==> src/rtl/mio_bus_ctrl_pkg.sv <==
// Shared definitions for the memory-mapped I/O bus controller:
// FSM encodings, slot IDs and default slot configuration.
package mio_bus_ctrl_pkg;

  typedef enum logic [2:0] {
    S_IDLE   = 3'd0,
    S_ARB    = 3'd1,
    S_ACCESS = 3'd2,
    S_DONE   = 3'd3,
    S_ERR    = 3'd4
  } mio_state_e;

  localparam logic [3:0] SLOT_RAM   = 4'd0;
  localparam logic [3:0] SLOT_VRAM  = 4'd1;
  localparam logic [3:0] SLOT_PS2   = 4'd2;
  localparam logic [3:0] SLOT_SRC   = 4'd3;
  localparam logic [3:0] SLOT_MAP   = 4'd4;
  localparam logic [3:0] SLOT_WIN   = 4'd5;
  localparam logic [3:0] SLOT_LOSE  = 4'd6;
  localparam logic [3:0] SLOT_GPIOE = 4'd14;
  localparam logic [3:0] SLOT_GPIOF = 4'd15;

  localparam int MIO_NSLV = 8;
  localparam int MIO_WW   = 3;
  localparam logic [MIO_NSLV*MIO_WW-1:0] MIO_WAIT_DEFAULT = '0;
  localparam logic [7:0] MIO_MASK_DEFAULT = 8'h7F;

endpackage

==> src/rtl/mio_bus_ctrl_if.sv <==
// CPU-side and slave-side signals of the I/O bus controller.
// master = CPU/slave environment, slave = the controller itself.
interface mio_bus_ctrl_if #(
  parameter int NSLV = 8,
  parameter int DW   = 32,
  parameter int AW   = 19
);
  logic                 mem_req;
  logic                 mem_w;
  logic [31:0]          addr_bus;
  logic [DW-1:0]        Cpu_data2bus;
  logic                 vga_rdn;
  logic [NSLV*DW-1:0]   slv_rdata;
  logic                 MIO_ready;
  logic [DW-1:0]        Cpu_data4bus;
  logic [NSLV-1:0]      slv_sel;
  logic                 slv_we;
  logic [AW-1:0]        slv_addr;
  logic [DW-1:0]        slv_wdata;
  logic                 bus_err;

  modport master (
    output mem_req, mem_w, addr_bus, Cpu_data2bus, vga_rdn, slv_rdata,
    input  MIO_ready, Cpu_data4bus, slv_sel, slv_we, slv_addr, slv_wdata, bus_err
  );

  modport slave (
    input  mem_req, mem_w, addr_bus, Cpu_data2bus, vga_rdn, slv_rdata,
    output MIO_ready, Cpu_data4bus, slv_sel, slv_we, slv_addr, slv_wdata, bus_err
  );
endinterface

==> src/rtl/mio_bus_ctrl_slot_dec.sv <==
// Combinational slot decode: one-hot select, mapped flag and wait-state lookup.
// Slot indices at or above NSLV decode as unmapped with no select.
module mio_slot_dec
  import mio_bus_ctrl_pkg::*;
#(
  parameter int                   NSLV     = MIO_NSLV,
  parameter int                   WW       = MIO_WW,
  parameter logic [NSLV*WW-1:0]   WAIT_CFG = '0,
  parameter logic [NSLV-1:0]      SLV_MASK = NSLV'(MIO_MASK_DEFAULT)
) (
  input  logic [3:0]      i_slot,
  output logic [NSLV-1:0] o_onehot,
  output logic            o_mapped,
  output logic [WW-1:0]   o_wait
);

  always_comb begin
    o_onehot = '0;
    o_mapped = 1'b0;
    o_wait   = '0;
    for (int i = 0; i < NSLV; i++) begin
      if (i_slot == 4'(i)) begin
        o_onehot[i] = 1'b1;
        o_mapped    = SLV_MASK[i];
        o_wait      = WAIT_CFG[i*WW +: WW];
      end
    end
  end

endmodule

==> src/rtl/mio_bus_ctrl.sv <==
// Sequential MMIO controller: latches a CPU access, decodes the slot, applies
// per-slot wait states, arbitrates VRAM against VGA and returns registered data.
//
//   state  | meaning
//   IDLE   | waiting for mem_req; latches address/data/direction
//   ARB    | VRAM slot owned by VGA scan-out; nothing selected
//   ACCESS | slave selected; wait counter running down to zero
//   DONE   | one-cycle MIO_ready pulse with captured read data
//   ERR    | one-cycle MIO_ready + bus_err for an unmapped slot
module mio_bus_ctrl
  import mio_bus_ctrl_pkg::*;
#(
  parameter int                 NSLV      = 8,
  parameter int                 DW        = 32,
  parameter int                 AW        = 19,
  parameter int                 WW        = 3,
  parameter logic [NSLV*WW-1:0] WAIT_CFG  = '0,
  parameter logic [NSLV-1:0]    SLV_MASK  = NSLV'(MIO_MASK_DEFAULT),
  parameter logic [3:0]         VRAM_SLOT = SLOT_VRAM
) (
  input  logic          clk,
  input  logic          rst,
  mio_bus_ctrl_if.slave bus
);

  mio_state_e      r_state, w_state_nx;
  logic [3:0]      r_slot;
  logic [AW-1:0]   r_addr;
  logic [DW-1:0]   r_wdata;
  logic            r_is_wr;
  logic            r_wr_pend;
  logic [WW-1:0]   r_wcnt;
  logic [DW-1:0]   r_rdata;

  logic [3:0]      w_slot_idx;
  logic [NSLV-1:0] w_onehot;
  logic            w_mapped;
  logic [WW-1:0]   w_wait;
  logic            w_vram_busy;
  logic [DW-1:0]   w_rdata_sel;
  logic            w_accept, w_load, w_dec, w_capture, w_clr_rdata;
  logic [NSLV-1:0] w_sel;
  logic            w_we, w_ready, w_err;

  // In IDLE decode the incoming address; afterwards the latched slot.
  assign w_slot_idx  = (r_state == S_IDLE) ? bus.addr_bus[31:28] : r_slot;
  assign w_vram_busy = (w_slot_idx == VRAM_SLOT) && !bus.vga_rdn;

  mio_slot_dec #(
    .NSLV     (NSLV),
    .WW       (WW),
    .WAIT_CFG (WAIT_CFG),
    .SLV_MASK (SLV_MASK)
  ) u_slot_dec (
    .i_slot   (w_slot_idx),
    .o_onehot (w_onehot),
    .o_mapped (w_mapped),
    .o_wait   (w_wait)
  );

  always_comb begin
    w_rdata_sel = '0;
    for (int i = 0; i < NSLV; i++) begin
      if (r_slot == 4'(i)) w_rdata_sel = bus.slv_rdata[i*DW +: DW];
    end
  end

  always_comb begin
    w_state_nx  = r_state;
    w_accept    = 1'b0;
    w_load      = 1'b0;
    w_dec       = 1'b0;
    w_capture   = 1'b0;
    w_clr_rdata = 1'b0;
    w_sel       = '0;
    w_we        = 1'b0;
    w_ready     = 1'b0;
    w_err       = 1'b0;
    case (r_state)
      S_IDLE: begin
        if (bus.mem_req) begin
          w_accept = 1'b1;
          if (!w_mapped) begin
            w_state_nx  = S_ERR;
            w_clr_rdata = 1'b1;
          end else if (w_vram_busy) begin
            w_state_nx = S_ARB;
          end else begin
            w_state_nx = S_ACCESS;
            w_load     = 1'b1;
          end
        end
      end
      S_ARB: begin
        if (bus.vga_rdn) begin
          w_state_nx = S_ACCESS;
          w_load     = 1'b1;
        end
      end
      S_ACCESS: begin
        // VGA preemption gates select and strobe in the same cycle.
        if (w_vram_busy) begin
          w_state_nx = S_ARB;
        end else begin
          w_sel = w_onehot;
          w_we  = r_wr_pend;
          if (r_wcnt == '0) begin
            w_state_nx = S_DONE;
            w_capture  = 1'b1;
          end else begin
            w_dec = 1'b1;
          end
        end
      end
      S_DONE: begin
        w_ready    = 1'b1;
        w_state_nx = S_IDLE;
      end
      S_ERR: begin
        w_ready    = 1'b1;
        w_err      = 1'b1;
        w_state_nx = S_IDLE;
      end
      default: w_state_nx = S_IDLE;
    endcase
  end

  always_ff @(posedge clk or posedge rst) begin
    if (rst) begin
      r_state <= S_IDLE;
    end else begin
      r_state <= w_state_nx;
    end
  end

  always_ff @(posedge clk or posedge rst) begin
    if (rst) begin
      r_slot    <= '0;
      r_addr    <= '0;
      r_wdata   <= '0;
      r_is_wr   <= 1'b0;
      r_wr_pend <= 1'b0;
      r_wcnt    <= '0;
      r_rdata   <= '0;
    end else begin
      if (w_accept) begin
        r_slot    <= bus.addr_bus[31:28];
        r_addr    <= bus.addr_bus[AW+1:2];
        r_wdata   <= bus.Cpu_data2bus;
        r_is_wr   <= bus.mem_w;
        r_wr_pend <= bus.mem_w;
      end else if (w_we) begin
        // Pending only until a strobe actually reaches the slave.
        r_wr_pend <= 1'b0;
      end
      if (w_load) begin
        r_wcnt <= w_wait;
      end else if (w_dec) begin
        r_wcnt <= r_wcnt - WW'(1);
      end
      if (w_capture) begin
        r_rdata <= r_is_wr ? '0 : w_rdata_sel;
      end else if (w_clr_rdata) begin
        r_rdata <= '0;
      end
    end
  end

  assign bus.MIO_ready    = w_ready;
  assign bus.bus_err      = w_err;
  assign bus.Cpu_data4bus = r_rdata;
  assign bus.slv_sel      = w_sel;
  assign bus.slv_we       = w_we;
  assign bus.slv_addr     = r_addr;
  assign bus.slv_wdata    = r_wdata;

endmodule

==> src/flat_wrapper.sv <==
// flat-port wrapper written by rule: the top's interface ports become plain ports
module mio_bus_ctrl_flat import mio_bus_ctrl_pkg::*;
#(
  parameter int                 NSLV      = 8,
  parameter int                 DW        = 32,
  parameter int                 AW        = 19,
  parameter int                 WW        = 3,
  parameter logic [NSLV*WW-1:0] WAIT_CFG  = '0,
  parameter logic [NSLV-1:0]    SLV_MASK  = NSLV'(MIO_MASK_DEFAULT),
  parameter logic [3:0]         VRAM_SLOT = SLOT_VRAM
)
  (clk, rst, bus_mem_req, bus_mem_w, bus_addr_bus, bus_Cpu_data2bus, bus_vga_rdn, bus_slv_rdata, bus_MIO_ready, bus_Cpu_data4bus, bus_slv_sel, bus_slv_we, bus_slv_addr, bus_slv_wdata, bus_bus_err);
  mio_bus_ctrl_if #(.NSLV(NSLV), .DW(DW), .AW(AW)) bus_i ();
  input  logic clk;
  input  logic rst;
  input wire logic [$bits(bus_i.mem_req)-1:0] bus_mem_req;
  input wire logic [$bits(bus_i.mem_w)-1:0] bus_mem_w;
  input wire logic [$bits(bus_i.addr_bus)-1:0] bus_addr_bus;
  input wire logic [$bits(bus_i.Cpu_data2bus)-1:0] bus_Cpu_data2bus;
  input wire logic [$bits(bus_i.vga_rdn)-1:0] bus_vga_rdn;
  input wire logic [$bits(bus_i.slv_rdata)-1:0] bus_slv_rdata;
  output wire logic [$bits(bus_i.MIO_ready)-1:0] bus_MIO_ready;
  output wire logic [$bits(bus_i.Cpu_data4bus)-1:0] bus_Cpu_data4bus;
  output wire logic [$bits(bus_i.slv_sel)-1:0] bus_slv_sel;
  output wire logic [$bits(bus_i.slv_we)-1:0] bus_slv_we;
  output wire logic [$bits(bus_i.slv_addr)-1:0] bus_slv_addr;
  output wire logic [$bits(bus_i.slv_wdata)-1:0] bus_slv_wdata;
  output wire logic [$bits(bus_i.bus_err)-1:0] bus_bus_err;
  assign bus_i.mem_req = bus_mem_req;
  assign bus_i.mem_w = bus_mem_w;
  assign bus_i.addr_bus = bus_addr_bus;
  assign bus_i.Cpu_data2bus = bus_Cpu_data2bus;
  assign bus_i.vga_rdn = bus_vga_rdn;
  assign bus_i.slv_rdata = bus_slv_rdata;
  assign bus_MIO_ready = bus_i.MIO_ready;
  assign bus_Cpu_data4bus = bus_i.Cpu_data4bus;
  assign bus_slv_sel = bus_i.slv_sel;
  assign bus_slv_we = bus_i.slv_we;
  assign bus_slv_addr = bus_i.slv_addr;
  assign bus_slv_wdata = bus_i.slv_wdata;
  assign bus_bus_err = bus_i.bus_err;
  mio_bus_ctrl #(.NSLV(NSLV), .DW(DW), .AW(AW), .WW(WW), .WAIT_CFG(WAIT_CFG), .SLV_MASK(SLV_MASK), .VRAM_SLOT(VRAM_SLOT)) u_core (.clk(clk), .rst(rst), .bus(bus_i));
endmodule
==> config.mk <==
export PLATFORM = sky130hd
export DESIGN_NAME = mio_bus_ctrl_flat
export DESIGN_NICKNAME = d
export VERILOG_FILES = /design/src/rtl/mio_bus_ctrl_pkg.sv /design/src/rtl/mio_bus_ctrl_if.sv /design/src/rtl/mio_bus_ctrl_slot_dec.sv /design/src/rtl/mio_bus_ctrl.sv /design/src/flat_wrapper.sv
export SDC_FILE = /design/constraint.sdc
export NUM_CORES = 1
export LEC_CHECK = 0
export CORE_AREA = 2 2 164 166
export DETAILED_ROUTE_END_ITERATION = 10
export DIE_AREA = 0 0 166 168
export PLACE_DENSITY = 0.64
export SYNTH_ARGS = -nofsm -noshare
export SYNTH_HDL_FRONTEND = slang
export SYNTH_HIERARCHICAL = 1
export SYNTH_SLANG_ARGS = --single-unit
==> constraint.sdc <==
create_clock -name clk -period 4 [get_ports clk]
set_input_delay 1.2 -clock clk [delete_from_list [all_inputs] [get_ports clk]]
set_output_delay 1.2 -clock clk [all_outputs]
set_load 0.02 [all_outputs]
==> flow_summary.ini <==
[final_layout]
final_layout_size_suffix_gt1_share_pct = 8.19
area_growth_pct = 69.3
finish.utilization_pct = 44.0
diodes = 0
fin_nets = 1507

[grt]
grt_pass1_wl_um = 45100
grt_pass1_vias = 7675
antenna_found_initial = 0
grt_use_total_pct = 20.5
grt_max_degree = 158
grt-ovfl-total = 0

[setup_path]
cp.arrival_ps = 2740
critPathLaunchType = input port
worstReg2RegStart = u_core/r_slot[0]$_DFFE_PP0P_
reg2reg_slack_ps = 1100
path_max_fanout = 7
crit_type = in -> out
cp-end-kind = output pin
cp_data_required_time_ps = 2800
reg2regPathDepth = 5
r2r-end = u_core/bus.Cpu_data4bus[8]$_DFFE_PP0P_

[power]
irDropWorstVdd_mv = 0.396
p_leak_nw = 4.60
p_per_area_mw_per_mm2 = 633

[die]
initial_core_util_pct = 26.0
num_io_pins = 419
core_area_sq_mm = 0.0264
chipHeight_um = 168
rows = 60
die_w_um = 166
dieArea_sq_mm = 0.0279

[placed_design]
hpwlAfterDp_um = 21700
io_buffers = 409
place_congestion = 0.834
dp_slack_ps = -324

[sta]
worst_hold_slack_ps = 477
setup_violations = 0
final-hold-violation-count = 0
fmax_mhz = 254
finalMaxSlewViolations = 0
setup_slack_ps = 62.9
relSlewSlack_pct = 20.0
rsz0062_at_grt = false
fin_worst_skew_ps = 12.1
period_needed_ps = 3940
fin_crit_sh_pct = 98.4
tightest_slew_ps = 1190

[cts]
postCtsHoldBufs = 0
clk_latency_ps = 360
ctsHtreeMaxLevel = 3
cts_tree = yes
cts_num_sinks = 95
cts-buffers-inserted = 9
cts.clk_slew.worst_paths_ps = 80
cts_setup_buffers = 0
clock_tree.root_cell = clkbuf_16
cts_buffer_depth = 2

[logic_synthesis]
synth_compound_area_share_pct = 23.7
syn_avg_cell_area_sq_um = 8.41
synth_seq_cells = 95
synth_top_area_share_pct = 34.7
synthSimpleGateAreaFrac_pct = 27.3
synth-adder-area-share_pct = 0.365
async_flop_share_pct = 100
synth_common_cells = nand2_1, dfrtp_1, a2111oi_0, clkbuf_1, nand2b_1
synth.distinct_cells = 51
yosys_warnings = 6
synth-xor-area-share_pct = 0.128
yosysMostFrequentCell = nand2_1
synth_area_leaders = dfrtp_1, nand2_1, a2111oi_0
yosys_most_used_dff = dfrtp_1
yosysTopAreaCell = dfrtp_1
synth_area_sq_mm = 0.00686
syn_inst = 815
muxShareOfSynthArea_pct = 7.15
ys_seq_area_share_pct = 34.7
synth_edf_count = 0
synth_top_family_by_area = simple AND/OR/NAND/NOR gates

[drt]
ant_nets = 0
first_pass_iters = 5
drc = 0
routed_wl_um = 30200
drt_iter0_drc = 620
wl_per_cell_um = 19.8
via_count = 7847
vias_per_cell = 5.14

[flow_run]
drv_cap = 0

[worst_hold_path]
min_from = u_core/bus.slv_addr[7]$_DFFE_PP0P_
hold_depth = 2
hold_path.class = reg -> reg
worstHoldEndpoint = u_core/bus.slv_addr[7]$_DFFE_PP0P_

[status]
status = finished clean
[layout by cell type (no fill, tap or decap), types with 15 or more instances in the layout]
cell type	Yosys	routed
clkdlybuf4s50_1	0	400
mux2_2	23	22
nor2_1	36	34
nand2_1	175	174
a32oi_1	32	32
nand3b_1	32	32
nor3_1	32	31
a2111oi_0	61	61
o31ai_1	32	32
dfrtp_1	95	93
a21oi_1	32	32
nand2b_1	37	34
nor2b_1	32	32
mux2_1	15	15
buf_4	10	28
o22a_1	32	32
[per-layer routing]
layer | global-route usage, % | wire length (um) | up-vias
li1 | - | - | 3705
met1 | 27.1 | 13300 | 3753
met2 | 33.9 | 14300 | 351
met3 | 3.88 | 1930 | 38
met4 | 6.31 | 663 | 0
met5 | 0 | 0 | -
[metrics by stage]
step	cell area (sq um)	std cells	setup TNS, ps	total power [W]
floorplan	6860	817	0	0.00447
global placement	11300	1510	-2580	0.00636
detailed placement	11300	1510	-2790	0.00641
CTS	11600	1526	0	0.00740
global route	11600	1526	0	0.00785
finish	11600	1526	0	0.00734
[worst max path at each step]
stage / from / endpoint / slack, ps / cells after the start
CTS: bus_addr_bus[29] / bus_slv_sel[3] / 30 / 6
global route: bus_addr_bus[28] / bus_slv_sel[4] / 10 / 5
detailed placement: bus_vga_rdn / bus_slv_sel[7] / -320 / 6
global placement: bus_vga_rdn / bus_slv_sel[7] / -300 / 6
floorplan: rst / u_core/bus.Cpu_data4bus[0]$_DFFE_PP0P_ / 320 / 1
finish: bus_addr_bus[29] / bus_slv_sel[3] / 60 / 6
[sequential cells by signal, indices dropped and copies added, names as in the netlist]
signal	count
u_core/bus.Cpu_data4bus	32
u_core/r_wcnt	3
u_core/bus.slv_wdata	32
u_core/r_wr_pend	1
u_core/r_slot	4
u_core/r_state	3
u_core/r_is_wr	1
u_core/bus.slv_addr	19
[timing repair]
action,in CTS,in global routing
cloned,0,0
gates resized for setup,12,7
setup endpoints to repair,9,5
[cells by family after synthesis]
family / count (synthesis)
adders and majority gates: 2
buffers and inverters: 95
xor gates and xnor gates: 1
muxes: 42
other: 1
DFF: 95
and+or+nand+nor: 372
AOI/OAI and AO/OA: 207
[worst max-delay path, cell delays in order]
cell and delay, ps:
clkdlybuf4s50_1 430, mux2_4 310, buf_4 150, and4bb_2 210, and2_1 130, dlygate4sd2_1 310
[cell type report]
cell class	count	area [sq um]
clock inverters	7	92.6
multi-input cells	627	4090
repair buffers	441	4370
flip-flops and latches	95	2380
clock buffers	9	225
well taps	341	427
fillers	2612	14700
inverters	6	25.0
[power by group]
part / leakage (nW) / switching, W / internal [W]
registers: 1.22 / 0.000282 / 0.00138
logic: 3.22 / 0.00262 / 0.00211
clock network: 0.156 / 0.000442 / 0.000504
No activity file was read; power rests on OpenSTA's default activity.
